**config.mk**
```make
export PLATFORM = sky130hd
export DESIGN_NAME = counter
export DESIGN_NICKNAME = d
export VERILOG_FILES = /design/src/rtl/counter.sv
export SDC_FILE = /design/constraint.sdc
export NUM_CORES = 1
export LEC_CHECK = 0
export CAP_MARGIN = 20
export CORE_AREA = 2 2 39 41
export CTS_CLUSTER_DIAMETER = 40
export DETAILED_ROUTE_END_ITERATION = 10
export DIE_AREA = 0 0 41 43
export SLEW_MARGIN = 10
export SYNTH_ARGS = -nofsm -noshare
export SYNTH_HDL_FRONTEND = slang
export SYNTH_SLANG_ARGS = --single-unit
```
**constraint.sdc**
```tcl
create_clock -name clk -period 2.7 [get_ports clk]
set_clock_uncertainty 0.05 [all_clocks]
set_input_delay 0.405 -clock clk [delete_from_list [all_inputs] [get_ports clk]]
set_output_delay 0.405 -clock clk [all_outputs]
set_load 0.005 [all_outputs]
```
**src/rtl/counter.sv**
```systemverilog
// Free-running WIDTH-bit up-counter with asynchronous active-low clear.
// Periods other than 2^WIDTH are built outside by pulsing reset at the terminal value.
module counter #(
  parameter int WIDTH = 10
) (
  input  logic             clk,
  input  logic             reset,
  output logic [WIDTH-1:0] count
);

  logic [WIDTH-1:0] r_count;

  // Carry out of the MSB is dropped, so the count wraps to 0 after all-ones.
  always_ff @(posedge clk or negedge reset) begin
    if (!reset) r_count <= '0;
    else        r_count <= r_count + WIDTH'(1);
  end

  assign count = r_count;

endmodule

```
# After elaboration in Yosys (flattened, before gate mapping)
# Index checks and enable logic that the tools add are counted.
dict set report totals {
  word_cells 2
  reg_bits 10
  output_inout_bits 10
}
dict set report classes {
  n_addsub 1
}
# cell n
set op_table {}
lappend op_table {{$add A10 B1 Y10 const B} 1}

# Depth between registers and ports, before layout
# Gate-level depths: netlist of run 1.
dict set report depth {
  depth_word 1
  ltp_mapped 4
  mapped_depth_nobuf 4
}

# Worst setup path before layout of run 1
# OpenSTA, ideal clock, no wires.
dict set report synth_timing {
  kind {register -> register}
  startpoint {register r_count[0] (netlist: count[0])}
  endpoint {register r_count[6] (netlist: count[6])}
  setup_slack_ps 1585
  stages_incl_launch_ff 5
  arrival_time_ps 986
  period_less_slack_ps 1115
  setup_time_ps 79
  path_cell_list {dfrtp_1 ha_1 nand4_1 nor2_1 xor2_1}
}
dict set report synth_between {
  elab_chain_len 1
}
# item line_no
set synth_rtl {}
lappend synth_rtl {{start: declaration} 11} ;# logic [WIDTH-1:0] r_count;
lappend synth_rtl {{start signal: assignment} 16} ;# else r_count <= r_count + WIDTH'(1);
lappend synth_rtl {{$add A10 B1 Y10} 16}
# No other way between the ends.

# Worst setup path in the final report of run 1
dict set report layout_timing {
  startpoint {register r_count[2] (netlist: count[2])}
  endpoint {output count[2]}
}
# item line_no
set layout_rtl {}
lappend layout_rtl {{end: declaration} 8} ;# output logic [WIDTH-1:0] count
# No word-level cell between the ends.

==> summary.txt, run 1 <==
Setup path
  – FF-to-FF End: count[6]$_DFF_PN0_
  – Reg2reg setup slack: 1.51 ns
  – CP endpoint kind: output port
  – Critical path class: reg -> out
  – Worst path arrival time: 1.24 ns
  – Crit-path max FO: 6
  – Critical-path cell list: clkdlybuf4s50_1
  – Reg2reg path depth: 4
  – Worst path bufs/invs: 1
  – Worst path slowest cell: clkdlybuf4s50_1
  – Crit path largest cell delay: 0.53 ns
  – Worst path required time: 2.25 ns
  – Stages on worst setup path: 1
  – Reg-to-reg startpoint: count[0]$_DFF_PN0_
  – Family with the most delay on the worst path: buffers and inverters
  – Critical path launch point type: register

Clocking
  – CTS clk-pin slew, worst paths: 0.06 ns
  – Num CTS Buffers: 3
  – Clock Tree Buf Depth: 2
  – Post-cts resize count: 0
  – Htree depth: 1
  – Clk sink count: 10
  – Setup bufs post-CTS: 0
  – Worst-Skew Late Latency: 0.26 ns
  – CTS tree: built
  – CTS hold repair buffers: 0
  – Root Buffer: clkbuf_4

Place
  – I/O Buffers: 11
  – DP HPWL: 516 um
  – Final weighted congestion in routability-driven placement: 0.646
  – Setup WS pre-CTS: 1.28 ns

Job
  – Max_cap viols: 0

Status
  – Status: complete, no violations

Floorplan
  – Starting density of the core: 29.9%
  – Die H: 43 um
  – I/O Pins: 12
  – Rows: 14
  – Die ar.: 0.00176 sq mm
  – Core Region: 0.00138 sq mm
  – Die width: 41 um

Synth
  – Yosys Warn Count: 0
  – Post-Synth XOR/XNOR Area: 16.9%
  – Post-synthesis register bit count: 10
  – Area share of the largest cell type after synthesis: 60.4%
  – Top cells by area, synth: dfrtp_1 60%, xnor2_1 8.5%, xor2_1 8.5%, nand3_1 3.6%, ha_1 3.0%
  – Mapped Cells: 34
  – Post-synthesis mux area share: 0%
  – Post-synth cell types: 13
  – Largest family of logic cells by synthesized area: simple AND/OR/NAND/NOR gates
  – Register area share after synthesis: 60.4%
  – Synthesized area: 414 sq um
  – Post-Synth Simple-Gate Area: 16.9%
  – Syn_nets: 37
  – Synth Area in Compound Gates: 0%
  – Synth area leader: dfrtp_1
  – Avg Cell Area, Syn: 12.2 sq um
  – Synth Area in Adders: 3.02%

Detailed routing
  – Routed len/inst: 10.6 um
  – Drt total wl: 686 um
  – Detailed-route DRC error count: 0
  – Remaining antenna violation count: 0
  – Length of the first detailed-routing pass in iterations: 4
  – Vias: 284
  – Via density per instance: 4.37
  – Iteration-0 DRC Markers: 5

STA
  – RSZ-0062 raised after global routing: false
  – Final WS setup: 1.00 ns
  – Crit share post-route: 62.8%
  – Max Transition Viols Final: 0
  – FMAX: 589 MHz
  – Final Setup Violations: 0
  – Fin. Hold Viols: 0
  – Min Tclk post-route: 1.70 ns
  – Total negative slack: 0 ns
  – Slew HR: 69.6%
  – Worst Hold Slack: 0.408 ns
  – Slew @ Worst Pin: 0.454 ns

Global routing
  – First-pass GRT wire length: 1100 um
  – Largest net degree at the start of global routing: 11
  – Vias in the first global route: 253
  – Gr usage total: 10.4%
  – Gr ovfl total: 0
  – Initial antenna violation count: 0

Cells and area
  – Max reg flops: 10
  – Syn-to-layout area delta: 40.2%
  – N_diodes: 0
  – Post-Route Utilization: 42.0%
  – Total Nets Final: 53
  – Layout cell share with drive strength beyond 1: 14.3%

Pwr
  – Pwr dens: 492 mW/mm^2
  – P_leak: 0.267 nW
  – Worst vdd ir: 0.195 mV

Worst hold path
  – HP Class: in -> async
layout by cell type (no fill, tap or decap), drive strengths merged:
| cell type | Yosys | routed |
|---|---|---|
| clkbuf | 0 | 4 |
| nand4 | 1 | 1 |
| nor4 | 1 | 1 |
| clkdlybuf4s50 | 0 | 11 |
| nand2 | 2 | 2 |
| xor2 | 4 | 4 |
| xnor2 | 4 | 4 |
| nor2 | 3 | 3 |
| nor3 | 1 | 1 |
| inv | 3 | 3 |
| nand3 | 4 | 4 |
| dfrtp | 10 | 10 |
| ha | 1 | 1 |
metal layers:
layer / GRT usage [%] / vias up / wire [um]
met4: 8.00 / 0 / 0
met5: 0 / - / 0
met3: 6.28 / 0 / 65
li1: - / 142 / -
met2: 10.9 / 14 / 286
met1: 14.3 / 128 / 334
final cells by class:
cell class	instances	area, sq um
clock buffer	4	36.3
fill	148	803
inverter	3	11.3
multi-input combinational	21	153
sequential	10	250
tap	16	20.0
timing repair buffer	11	110
report_power, final:
part	switching, mW	leakage (nW)	internal [mW]	total (mW)
clock network	0.0500	0.0210	0.0818	0.132
logic	0.00282	0.121	0.00127	0.00409
registers	0	0.125	0.150	0.150
kinds of logic (layout without fill, tap and decap cells):
group / count (synthesis) / count (layout)
XOR/XNOR: 8 / 8
adder cells (fa/ha/maj): 1 / 1
buffers and inverters: 3 / 18
flip-flops: 10 / 10
AND/OR/NAND/NOR: 12 / 12
metrics by stage:
stage,instance area (sq um),cells,power [mW]
floorplan,414,34,0.153
global placement,544,61,0.157
detailed placement,544,61,0.157
CTS,581,65,0.294
global route,581,65,0.301
finish,581,65,0.286
Yosys cell counts:
cell,n
dfrtp_1,10
ha_1,1
inv_1,3
nand2_1,1
nand2_2,1
nand3_1,3
nand3_2,1
nand4_1,1
nor2_1,3
nor3_1,1
nor4_2,1
xnor2_1,4
xor2_1,4
worst max-delay path by stage:
| stage | startpoint | to | slack, ns |
|---|---|---|---|
| after detailed placement | count[2]$_DFF_PN0_ | count[2] | 1.28 |
| final | count[2]$_DFF_PN0_ | count[2] | 1.00 |
| after floorplan | count[0]$_DFF_PN0_ | count[6]$_DFF_PN0_ | 1.58 |
| after CTS | count[2]$_DFF_PN0_ | count[2] | 0.98 |
| after global routing | count[2]$_DFF_PN0_ | count[2] | 0.93 |
| after global placement | count[2]$_DFF_PN0_ | count[2] | 1.29 |
No activity file was read; power rests on OpenSTA's default activity.
==> inputs of run 2 (changes only) <==
clock period = 1.4 ns   (was 2.7 ns; I/O delays follow)
==> summary.txt, run 2 (synthesis results as in run 1) <==
STA
  – Final WS setup: 0.0478 ns (-0.956 ns)
  – Worst Hold Slack: 0.211 ns (-0.197 ns)
  – RSZ-0062 raised after global routing: false
  – Total negative slack: 0 ns (unchanged)
  – Slew @ Worst Pin: 0.450 ns (-0.00415 ns)
  – Fin. Hold Viols: 0 (unchanged)
  – Min Tclk post-route: 1.35 ns
  – Crit share post-route: 96.6%
  – Slew HR: 69.9% (+0.28 points)
  – Final Setup Violations: 0 (unchanged)
  – Max Transition Viols Final: 0 (unchanged)
  – FMAX: 740 MHz

Cells and area
  – Syn-to-layout area delta: 62.5%
  – Finished Cell Area: 673 sq um (+16%)
  – Max reg flops: 10 (unchanged)
  – Multi-input logic area: 153 sq um (unchanged)
  – Total Nets Final: 63 (+19%)
  – Layout cell share with drive strength beyond 1: 30.5% (+16 points)
  – # fillers: 138 (-6.8%)
  – Register area: 251 sq um (+0.50%)
  – Commonest non-fill, non-tap cells in the layout: 10 x buf_4, 9 x dfrtp_1, 7 x dlymetal6s2s_1
  – N_diodes: 0 (unchanged)
  – Most common cell after layout, fill and taps aside: buf_4

Status
  – Status: complete, no violations

Pwr
  – P_leak: 0.395 nW (+48%)
  – Pwr dens: 820 mW/mm^2 (+67%)
  – Worst vdd ir: 0.337 mV (+73%)
  – Tot Pwr: 0.552 mW (+93%)

Job
  – Max_cap viols: 0 (unchanged)

Clocking
  – Root Buffer: clkbuf_4
  – Htree depth: 1 (unchanged)
  – Worst-Skew Late Latency: 0.26 ns (about the same)
  – Clock Tree Buf Depth: 2 (unchanged)
  – CTS tree: built
  – CTS clk-pin slew, worst paths: 0.07 ns (about the same)
  – Num CTS Buffers: 3 (unchanged)
  – Clk sink count: 10 (unchanged)

Floorplan
  – Die width: 41 um (unchanged)
  – I/O Pins: 12 (unchanged)
  – Rows: 14 (unchanged)
  – Die H: 43 um (unchanged)
  – Core Region: 0.00138 sq mm (unchanged)
  – Starting density of the core: 29.9% (unchanged)
  – Die ar.: 0.00176 sq mm (unchanged)

Detailed routing
  – Iteration-0 DRC Markers: 0 (-5)
  – Top sig layer: met4
  – Routed len/inst: 10.5 um (-0.83%)
  – Drt total wl: 785 um (+14%)
  – Via density per instance: 4.35 (-0.52%)
  – Detailed-route DRC error count: 0 (unchanged)
  – Met2 wire length: 361 um (+26%)
  – Length of the first detailed-routing pass in iterations: 1 (-3)
  – Met3 WL post-DR: 58 um (-11%)
  – Vias: 326 (+15%)
  – M1 WL: 356 um (+6.6%)
  – Remaining antenna violation count: 0 (unchanged)

Setup path
  – Worst path required time: 1.14 ns (-1.11 ns)
  – Family with the most delay on the worst path: buffers and inverters
  – Critical path launch point type: register
  – CP endpoint kind: output port
  – Crit path largest cell delay: 0.49 ns (-0.04 ns)
  – Critical-path cell list: clkdlybuf4s50_1
  – Worst path arrival time: 1.09 ns (-0.15 ns)
  – Worst path slowest cell: clkdlybuf4s50_1
  – Worst path bufs/invs: 1 (unchanged)
  – Crit-path max FO: 2 (-4)
  – Critical path class: reg -> out

Global routing
  – First-pass GRT wire length: 1260 um (+15%)
  – Gr ovfl total: 0 (unchanged)
  – Vias in the first global route: 310 (+23%)
  – Initial antenna violation count: 0 (unchanged)
  – Largest net degree at the start of global routing: 11 (unchanged)
  – Gr usage total: 11.0% (+0.60 points)

Worst hold path
  – HP Class: in -> async

Place
  – I/O Buffers: 11 (unchanged)
  – Final weighted congestion in routability-driven placement: 0.645 (-0.26%)
  – Setup WS pre-CTS: 0.177 ns (-1.11 ns)
  – Placed cell areas: 544 sq um (unchanged)
  – DP HPWL: 496 um (-3.9%)
## run 2: final timing paths
path | start | endpoint | slack (ns) | cells after the start
min reg2reg | count[2]$_DFF_PN0_ | count[2]$_DFF_PN0_ | 0.48 | 1
max reg2reg | count[0]$_DFF_PN0_ | count[6]$_DFF_PN0_ | 0.16 | 5
max in group asynchronous | reset | count[2]$_DFF_PN0_ | 0.76 | 1
min | reset | count[9]$_DFF_PN0_ | 0.21 | 1
max | count[6]$_DFF_PN0_ | count[6] | 0.05 | 1
min in group clk | count[2]$_DFF_PN0_ | count[2]$_DFF_PN0_ | 0.48 | 1
## run 2: worst reg2reg max path, delay by kind of cell, from the launching register on
kind / cells / cell delay, ns
adder cells (fa/ha/maj): 1 / 0.23
buffers and inverters: 1 / 0.15
flip-flops: 1 / 0.38
XOR/XNOR: 1 / 0.13
AND/OR/NAND/NOR: 2 / 0.19
## run 2: power breakdown
| group | leakage (nW) | total (mW) | switching [mW] | internal (mW) |
|---|---|---|---|---|
| registers | 0.124 | 0.289 | 0 | 0.289 |
| clock network | 0.0210 | 0.256 | 0.0979 | 0.158 |
| logic | 0.250 | 0.00784 | 0.00538 | 0.00246 |
| total | 0.395 | 0.552 | 0.103 | 0.449 |
## run 2: metal layers
layer,GRT usage (%),vias up
met3,3.14,2
li1,-,162
met4,8.00,0
met5,0,-
met2,15.0,10
met1,14.0,152
## run 2: area by class of cell
class | instances | share of cell area, %
Clock buffer | 4 | 5.39
Tap cell | 16 | 2.97
Timing Repair Buffer | 21 | 29.9
Inverter | 3 | 1.67
Multi-Input combinational cell | 21 | 22.7
Sequential cell | 10 | 37.4
## run 2: metrics by stage
step / std cells / util, %
finish: 75 / 48.6
global route: 75 / 48.6
CTS: 73 / 46.3
detailed placement: 61 / 39.3
global placement: 61 / 39.3
floorplan: 34 / -
## run 2: timing repair
item	in CTS	in global routing
buffers inserted	8	2
setup endpoints to repair	9	7
resized for setup	2	7
hold buffers	0	0
==> RTL change (config.mk and constraints of run 1) <==
`WIDTH`: 10 -> 14.
--- a/src/rtl/counter.sv
+++ b/src/rtl/counter.sv
@@ -2,5 +2,5 @@
 // Periods other than 2^WIDTH are built outside by pulsing reset at the terminal value.
 module counter #(
-  parameter int WIDTH = 10
+  parameter int WIDTH = 14
 ) (
   input  logic             clk,
Interface: changed (resized count); port bits go from 12 to 16. The function was not compared with the original's and may differ.
==> RTL change against run 1 <==
Area after synthesis is 44% higher. Worst setup slack worse by 41 ps. Critical path depth stayed put. Total power is 16% higher. Synthesized cell count is 47% higher. Core utilization is 15 points higher. Routed wire length is 62% higher. Register-to-register slack worse by 220 ps. First-iteration DRC count is 80% lower. Sequential cell count is 4 higher. Cell area is 36% higher. Via count is 47% higher. Die area stayed put. Critical endpoint unchanged. Largest power group unchanged.
==> RTL change: results (changes against run 1) <==
P_int 262 uW (+13%); Placed Area 767 um2 (+41%); relative slew slack 58.1% (-12 points); Synth Net Count 53 (+43%); clock slew at reported path FFs 80 ps (+20 ps); Area contributors post-synth dfrtp_1 59%, xor2_1 13%, xnor2_1 4.4%, nand4_1 4.2%, nor4_2 4.2%; worst-path fanout max 6 (unchanged); vias in the first global route 428 (+69%); Seq/Total Area, Yosys 58.7% (-1.7 points); share of cells above drive strength 1 8.82% (-5.5 points); drt initial violations 1 (-4); synthesis warning total 0 (unchanged); worst-case vdd ir drop 0.000268 V (+38%); cell family with most CP delay buffers and inverters; Post-CTS Setup Bufs 0 (unchanged); Post-synth top cells 14 x dfrtp_1, 9 x xor2_1, 4 x nand2_1, 4 x nand4_1, 4 x nor3_1; slowest CP cell clkdlybuf4s50_1; compound-gate portion of the synthesized area 0% (unchanged); ANT nets after route 0 (unchanged); CP max stage delay approximately 540 ps; Adder-Cell Fraction of Synth Area 2.10% (-0.92 points); Leak 0.000375 uW (+40%); fillers 136 (-8.1%); antenna violations before repair 0 (unchanged); WL/cell 13.2 um (+25%); CTS buffer count 3 (unchanged); Main synth FF type dfrtp_1; number of flip-flops in the largest register 14 (+4); outcome finished, final reports clean; DP HPWL 800 um (+55%); post-cts sizing count 0 (unchanged); largest net degree at the start of global routing 15 (+4); Synth async-reset ratio 100% (unchanged); clk buf depth 2 (unchanged); ant diodes 0 (unchanged); nets@finish 73 (+38%); synth unique cells 12 (-1); IO buf count 15 (+4); Tot GR Track Use 16.5% (+6.1 points); clock latency on the worst-skew pair 280 ps (+20 ps); Via density 4.96 (+14%); xor and xnor fraction of the mapped netlist area 17.6% (+0.69 points); mux contribution to synthesized area 0% (unchanged); Root Buffer Master clkbuf_4; GP Congestion 0.746 (+15%); first-pass GRT wire length 1850 um (+69%); CP arrival 1280 ps (+40 ps); drt pass-1 iters 2 (-2); worst min path class reg2reg
## RTL change: cell count changes after synthesis, sizes merged
cell,before,now
xor2,4,9
nand4,1,4
inv,3,2
nand2,2,4
dfrtp,10,14
xnor2,4,3
nor3,1,4
nor4,1,2
## RTL change: final cells by class
cell class	instances	area, um2	share of cell area (%)
Multi-Input combinational cell	34	239	30.3
Inverter	2	7.51	0.951
Timing Repair Buffer	15	150	19.0
Sequential cell	14	350	44.4
Tap cell	16	20.0	2.54
Clock buffer	3	22.5	2.85
## RTL change: final timing paths
check | end | cells past startpoint | startpoint | slack (ps)
worst max-delay path | count[2] | 1 | count[2]$_DFF_PN0_ | 960
worst min-delay path | count[13]$_DFF_PN0_ | 1 | count[13]$_DFF_PN0_ | 420
worst max register to register | count[12]$_DFF_PN0_ | 4 | count[0]$_DFF_PN0_ | 1290
worst min register to register | count[13]$_DFF_PN0_ | 1 | count[13]$_DFF_PN0_ | 420
max in group asynchronous | count[3]$_DFF_PN0_ | 1 | reset | 1730
min in group asynchronous | count[5]$_DFF_PN0_ | 1 | reset | 460
## RTL change: kinds of logic after synthesis
| logic type | count (synthesis) |
|---|---|
| flops | 14 |
| xor+xnor | 12 |
| fa+ha+maj | 1 |
| simple gates | 21 |
| buf+inv | 2 |
## RTL change: per-stage QoR
stage | setup WS [ps] | std cells
final | 963 | 84
after global routing | 914 | 84
after CTS | 948 | 84
after detailed placement | 1270 | 81
after global placement | 1290 | 81
after floorplan | 1480 | 50
## RTL change: power by group through the flow
stage               Combinational (uW)  Sequential, uW  Clock (uW)
floorplan                     0.000125             214           0
finish                            5.19             209         116
global route                      6.48             210         130
global placement                  5.56             214           0
detailed placement                5.61             214           0
CTS                               5.61             209         123
## RTL change: layer usage
| metal | GRT usage, % | share of wire [%] |
|---|---|---|
| met5 | 0 | 0 |
| met4 | 14.0 | 3.2 |
| met3 | 3.14 | 5.1 |
| met2 | 23.1 | 47 |
| met1 | 20.5 | 44 |
